--- src/rtl/dmem_port_arbiter_pkg.sv ---
// Shared constants for the data-memory port arbiter: data width,
// memory-mapped IO addresses and requester port indices.
package dmem_port_arbiter_pkg;

    localparam int DBITS = 32;

    localparam logic [31:0] IO_ADDR_HEX  = 32'hF000_0000;
    localparam logic [31:0] IO_ADDR_LEDR = 32'hF000_0004;
    localparam logic [31:0] IO_ADDR_LEDG = 32'hF000_0008;
    localparam logic [31:0] IO_ADDR_KEY  = 32'hF000_0010;
    localparam logic [31:0] IO_ADDR_SW   = 32'hF000_0014;

    localparam logic PORT_CPU = 1'b0;
    localparam logic PORT_AUX = 1'b1;

endpackage

--- src/rtl/dmem_read_tracker.sv ---
// Remembers whether the previous cycle granted a read and to which port,
// then steers the memory's registered read data to that port only.
module dmem_read_tracker #(
    parameter int DBITS = 32
) (
    input  logic             clk,
    input  logic             reset,
    input  logic             rd_gnt_i,
    input  logic             rd_port_i,
    input  logic [DBITS-1:0] mem_rdata_i,
    output logic             rvalid0_o,
    output logic             rvalid1_o,
    output logic [DBITS-1:0] rdata0_o,
    output logic [DBITS-1:0] rdata1_o
);
    import dmem_port_arbiter_pkg::*;

    logic rd_pend_q, rd_pend_d;
    logic rd_port_q, rd_port_d;

    // Next-state: capture this cycle's read grant and the port it belongs to.
    always_comb begin
        rd_pend_d = rd_gnt_i;
        rd_port_d = rd_gnt_i ? rd_port_i : rd_port_q;
    end

    // Pending-read registers; reset drops any read in flight.
    always_ff @(posedge clk or negedge reset) begin
        if (!reset) begin
            rd_pend_q <= 1'b0;
            rd_port_q <= PORT_CPU;
        end else begin
            rd_pend_q <= rd_pend_d;
            rd_port_q <= rd_port_d;
        end
    end

    // Route the returning data to the owning port; the other port sees zeros.
    always_comb begin
        rvalid0_o = 1'b0;
        rvalid1_o = 1'b0;
        rdata0_o  = '0;
        rdata1_o  = '0;
        if (rd_pend_q) begin
            if (rd_port_q == PORT_AUX) begin
                rvalid1_o = 1'b1;
                rdata1_o  = mem_rdata_i;
            end else begin
                rvalid0_o = 1'b1;
                rdata0_o  = mem_rdata_i;
            end
        end
    end

endmodule

--- src/rtl/dmem_port_arbiter.sv ---
// Two-port arbiter for the single synchronous data-memory port.
// Port 0 (CPU) has fixed priority; port 1 (aux/DMA) gets a forced grant
// once it has been denied AUX_MAX_WAIT consecutive cycles.
// Optional macro DMEM_ARB_STATS_EN adds conflict/forced-grant counters.
module dmem_port_arbiter #(
    parameter int DBITS         = dmem_port_arbiter_pkg::DBITS,
    parameter int MEM_ADDR_BITS = 11,
    parameter int AUX_MAX_WAIT  = 8,
    parameter int IO_BIT        = 31
) (
    input  logic                     clk,
    input  logic                     reset,
    input  logic                     req0,
    input  logic                     we0,
    input  logic [DBITS-1:0]         addr0,
    input  logic [DBITS-1:0]         wdata0,
    input  logic                     req1,
    input  logic                     we1,
    input  logic [DBITS-1:0]         addr1,
    input  logic [DBITS-1:0]         wdata1,
    output logic                     gnt0,
    output logic                     gnt1,
    output logic                     stall0,
    output logic                     rvalid0,
    output logic                     rvalid1,
    output logic [DBITS-1:0]         rdata0,
    output logic [DBITS-1:0]         rdata1,
    output logic [MEM_ADDR_BITS-1:0] mem_addr,
    output logic [DBITS-1:0]         mem_wdata,
    output logic                     mem_we,
    input  logic [DBITS-1:0]         mem_rdata
`ifdef DMEM_ARB_STATS_EN
    ,
    output logic [15:0]              conflict_cnt,
    output logic [15:0]              forced_cnt
`endif
);
    import dmem_port_arbiter_pkg::*;

    localparam logic [7:0] AUX_MAX_WAIT_C = 8'(AUX_MAX_WAIT);

    logic [7:0] wait_cnt_q, wait_cnt_d;
    logic       forced;
    logic       rd_gnt;
    logic       rd_port;
    logic       unused_addr_bits;

    // Only the word-address field and IO_BIT of each address matter here.
    assign unused_addr_bits = ^{addr0, addr1};

    // Grant selection: CPU wins unless aux has waited out its budget.
    always_comb begin
        forced = req1 && (wait_cnt_q == AUX_MAX_WAIT_C);
        gnt1   = req1 && (!req0 || forced);
        gnt0   = req0 && !gnt1;
        stall0 = req0 && !gnt0;
    end

    // Memory-side mux; an idle port drives zeros so the bus is quiet.
    always_comb begin
        mem_addr  = '0;
        mem_wdata = '0;
        mem_we    = 1'b0;
        rd_gnt    = 1'b0;
        rd_port   = PORT_CPU;
        if (gnt1) begin
            mem_addr  = addr1[MEM_ADDR_BITS+1:2];
            mem_wdata = wdata1;
            mem_we    = we1 && !addr1[IO_BIT];
            rd_gnt    = !we1;
            rd_port   = PORT_AUX;
        end else if (gnt0) begin
            mem_addr  = addr0[MEM_ADDR_BITS+1:2];
            mem_wdata = wdata0;
            mem_we    = we0 && !addr0[IO_BIT];
            rd_gnt    = !we0;
            rd_port   = PORT_CPU;
        end
    end

    // Starvation counter: counts denied aux cycles, saturating at the limit.
    always_comb begin
        wait_cnt_d = wait_cnt_q;
        if (!req1 || gnt1) begin
            wait_cnt_d = 8'd0;
        end else if (wait_cnt_q != AUX_MAX_WAIT_C) begin
            wait_cnt_d = wait_cnt_q + 8'd1;
        end
    end

    // Wait counter register.
    always_ff @(posedge clk or negedge reset) begin
        if (!reset) begin
            wait_cnt_q <= 8'd0;
        end else begin
            wait_cnt_q <= wait_cnt_d;
        end
    end

    dmem_read_tracker #(
        .DBITS(DBITS)
    ) u_read_tracker (
        .clk        (clk),
        .reset      (reset),
        .rd_gnt_i   (rd_gnt),
        .rd_port_i  (rd_port),
        .mem_rdata_i(mem_rdata),
        .rvalid0_o  (rvalid0),
        .rvalid1_o  (rvalid1),
        .rdata0_o   (rdata0),
        .rdata1_o   (rdata1)
    );

`ifdef DMEM_ARB_STATS_EN
    logic [15:0] conflict_cnt_q, conflict_cnt_d;
    logic [15:0] forced_cnt_q, forced_cnt_d;

    // Saturating event counters for contention and forced aux grants.
    always_comb begin
        conflict_cnt_d = conflict_cnt_q;
        forced_cnt_d   = forced_cnt_q;
        if (req0 && req1 && (conflict_cnt_q != 16'hFFFF)) begin
            conflict_cnt_d = conflict_cnt_q + 16'd1;
        end
        if (forced && (forced_cnt_q != 16'hFFFF)) begin
            forced_cnt_d = forced_cnt_q + 16'd1;
        end
    end

    // Statistics registers.
    always_ff @(posedge clk or negedge reset) begin
        if (!reset) begin
            conflict_cnt_q <= 16'd0;
            forced_cnt_q   <= 16'd0;
        end else begin
            conflict_cnt_q <= conflict_cnt_d;
            forced_cnt_q   <= forced_cnt_d;
        end
    end

    assign conflict_cnt = conflict_cnt_q;
    assign forced_cnt   = forced_cnt_q;
`endif

endmodule

--- config.mk ---
export PLATFORM = sky130hd
export DESIGN_NAME = dmem_port_arbiter
export DESIGN_NICKNAME = d
export VERILOG_FILES = /design/src/rtl/dmem_port_arbiter_pkg.sv /design/src/rtl/dmem_read_tracker.sv /design/src/rtl/dmem_port_arbiter.sv
export SDC_FILE = /design/constraint.sdc
export NUM_CORES = 1
export LEC_CHECK = 0
export CAP_MARGIN = 20
export CORE_AREA = 2 2 108 110
export DETAILED_ROUTE_END_ITERATION = 16
export DIE_AREA = 0 0 110 112
export DONT_BUFFER_PORTS = 1
export GPL_TIMING_DRIVEN = 1
export SLEW_MARGIN = 20
export SYNTH_ARGS = -nofsm -noshare
export SYNTH_HDL_FRONTEND = slang
export SYNTH_SLANG_ARGS = --single-unit
--- constraint.sdc ---
create_clock -name clk -period 2.85 [get_ports clk]
set_input_delay 0.57 -clock clk [delete_from_list [all_inputs] [get_ports clk]]
set_output_delay 0.57 -clock clk [all_outputs]
set_load 0.01 [all_outputs]
==> run summary <==
Unrepaired setup endpoints after global routing - false
Status - finished clean
Maximum capacitance violations - 0
Cell count after placement - 413
ANT cells - 0
Top FF cell, synth - dfrtp_1
Final Setup Violations - 0
Number of flops mapped to enable cells by yosys - 0
Drt initial violations - 138
Setup WS post-layout - 0.107 ns
Die Span Y - 112 um
Share of layout cells above drive strength 1 - 11.0%
CTS buffer count - 3
Routed vias/inst - 5.25
Max Fclk - 365 MHz
Critical path type - reg2out
Leakage - 0.841 nW
Synth Area in Simple Gates - 39.0%
Critical path arrival - 2.17 ns
Setup_tns - 0 ns
H-tree depth - 1
Final Hold Slack - 0.0259 ns
Worst-path maximum fanout - 35
GRT Total Usage - 9.41%
CP startpoint kind - flip-flop
Power per cell area - 313 nW/um^2
Port-buffer cells - 0
Syn-to-layout area delta - 14.0%
Final period util - 96.2%
Post-CTS Setup Bufs - 0
Max-slew violation count - 0
Rows - 39
Via count of the first global-routing pass - 1,926
Worst relative slew slack - 65.4%
Clk slew on worst S/H paths - 0.04 ns
Largest net degree at the start of global routing - 50
Worst EP required - 2.28 ns
# IOs - 279
Synth cell types - 31
Pre-Repair DR Iteration Count - 4
Worst-skew pair later-pin latency - 0.24 ns
Compound-Gate Fraction of Synth Area - 34.1%
Post-DRT Antenna Nets - 0
CTS tree - done
PostCTS Resize Cnt - 1
Post-Route Skew - 0.00180 ns
Most area-hungry cell type in the Yosys netlist - o211ai_1
Core area - 11,200 um^2
Adder-Cell Fraction of Synth Area - 1.37%
Average size of a mapped cell - 6.44 um^2
Clock tree buffer depth - 2
Most common cell in the netlist - nand2_1
Post-Syn Area - 1820 um^2
Mapped Cells - 283
Post-CTS Hold Fix Bufs - 0
Nets@finish - 443
Maximum VDD drop - 0.000165 V
Synth cell count leaders - 45 x nand2_1, 43 x o211ai_1, 34 x and2_1, 33 x and3_1, 28 x o21ai_1
Hold violation total from the final report - 0
Largest family of logic cells by synthesized area - simple AND/OR/NAND/NOR gates
Ys async rst share - 100%
Mapped Nets - 451
Global-route wire length before repair - 9.28 mm
Total clock sinks - 10
Wirelength, routed - 6.65 mm
Mux contribution to synthesized area - 0.549%
DP Wirelength - 4.88 mm
Antenna violations before repair - 0
GP Congestion - 0.718
Root buffer cell - clkbuf_16
Non-Filler Instances - 416
Post-layout min period - 2.74 ns
Ranking of synthesized cells by area - o211ai_1 18%, dfrtp_1 14%, and2_1 12%
Slew @ Worst Pin - 0.518 ns
Pre-CTS setup slack - 0.248 ns
Wire per inst - 16.0 um
Share of the synthesized area in the top cell type - 17.7%
Width of the die - 110 um
Vias - 2,185
Overflow after GRT - 0
Register area share after synthesis - 13.7%
Die Area - 12,300 um^2
Xor and xnor area share after synthesis - 1.44%
Min-Delay Path Class - in2async
#FFs+latches synth - 10
Residual DRC count - 0
Synth warnings - 0
Starting Density - 16.3%
Element type at the critical path end - output pin
-- flip-flops by register name, summed over array words and instances, names as in the netlist --
name	count
wait_cnt_q	8
u_read_tracker.rd_pend_q	1
u_read_tracker.rd_port_q	1
-- where the power goes --
part | internal [mW] | switching, mW | total, mW
sequential | 0.147 | 0.00284 | 0.150
combinational | 0.0898 | 0.165 | 0.255
clock | 0.182 | 0.0643 | 0.246
total | 0.418 | 0.232 | 0.651
-- through the flow --
| stage | utilization, % | power (mW) | cell area, um^2 |
|---|---|---|---|
| 6_report | 18.6 | 0.651 | 2080 |
| 5_1_grt | 18.6 | 0.695 | 2080 |
| 4_1_cts | 18.6 | 0.656 | 2080 |
| 3_5_place_dp | 17.9 | 0.408 | 2000 |
| 3_3_place_gp | 17.9 | 0.402 | 2000 |
| 2_1_floorplan | - | 0.369 | 1820 |
-- final timing paths --
| check | from | to | slack, ns | depth (start not counted) |
|---|---|---|---|---|
| hold reg to reg | wait_cnt_q[0]$_DFFE_PN0P_ | wait_cnt_q[0]$_DFFE_PN0P_ | 0.55 | 1 |
| min in group clk | req1 | wait_cnt_q[1]$_DFFE_PN0P_ | 0.53 | 1 |
| max in group asynchronous | reset | wait_cnt_q[1]$_DFFE_PN0P_ | 2.75 | 0 |
| setup reg to reg | wait_cnt_q[2]$_DFFE_PN0P_ | u_read_tracker.rd_pend_q$_DFF_PN0_ | 0.88 | 4 |
| setup / recovery | wait_cnt_q[2]$_DFFE_PN0P_ | mem_addr[0] | 0.11 | 5 |
| hold / removal | reset | u_read_tracker.rd_pend_q$_DFF_PN0_ | 0.03 | 0 |
-- logic make-up after synthesis --
kind of cell / count (synthesis)
buffers and inverters: 38
multiplexers: 1
AND/OR/NAND/NOR: 132
adder cells (fa/ha/maj): 2
XOR/XNOR: 3
AO/OA/AOI/OAI: 97
flip-flops: 10
-- critical path, cell delays in order (launching register included) --
cell and delay [ns]:
dfrtp_1 0.43, or4b_4 0.59, o21ai_4 0.22, inv_4 0.18, buf_4 0.24, o21ai_1 0.26
-- layout make-up --
| cell class | count | area (um^2) |
|---|---|---|
| inverter | 4 | 17.5 |
| sequential | 10 | 250 |
| multi-input combinational | 235 | 1400 |
| tap | 143 | 179 |
| timing repair buffer | 21 | 158 |
| fill | 1253 | 9100 |
| clock buffer | 3 | 75.1 |
-- placed cells by master (no fill, tap or decap) --
| cell type | netlist | final |
|---|---|---|
| nand3b_1 | 1 | 1 |
| nand2_1 | 45 | 45 |
| nor2_1 | 4 | 4 |
| clkbuf_16 | 0 | 3 |
| o211ai_1 | 43 | 43 |
| xor2_1 | 2 | 2 |
| nor3_1 | 1 | 1 |
| and2_1 | 34 | 34 |
| o21ai_0 | 20 | 20 |
| inv_1 | 3 | 3 |
| nand4_1 | 1 | 1 |
| nand4bb_2 | 0 | 1 |
| o211ai_2 | 1 | 1 |
| and3_1 | 33 | 33 |
| o21ai_1 | 28 | 28 |
| xnor2_1 | 1 | 1 |
| nand3_1 | 4 | 4 |
| inv_4 | 0 | 1 |
| nand2b_1 | 2 | 2 |
| or3_1 | 3 | 3 |
| o2bb2ai_2 | 1 | 1 |
| dfrtp_1 | 10 | 10 |
| ha_1 | 2 | 2 |
| buf_4 | 0 | 21 |
| nor2b_1 | 2 | 2 |
| o21ai_4 | 1 | 1 |
| or4b_4 | 1 | 1 |
| a21oi_1 | 3 | 3 |
| mux2i_1 | 1 | 1 |
-- routing by layer --
metal,global-route usage (%),up-vias,part of all wire [%]
met3,1.11,5,9.8
met1,10.1,1001,37
met2,18.5,194,52
li1,-,985,-
met4,2.70,0,0.92
met5,0,-,0
(Power assumes the default switching activity.)
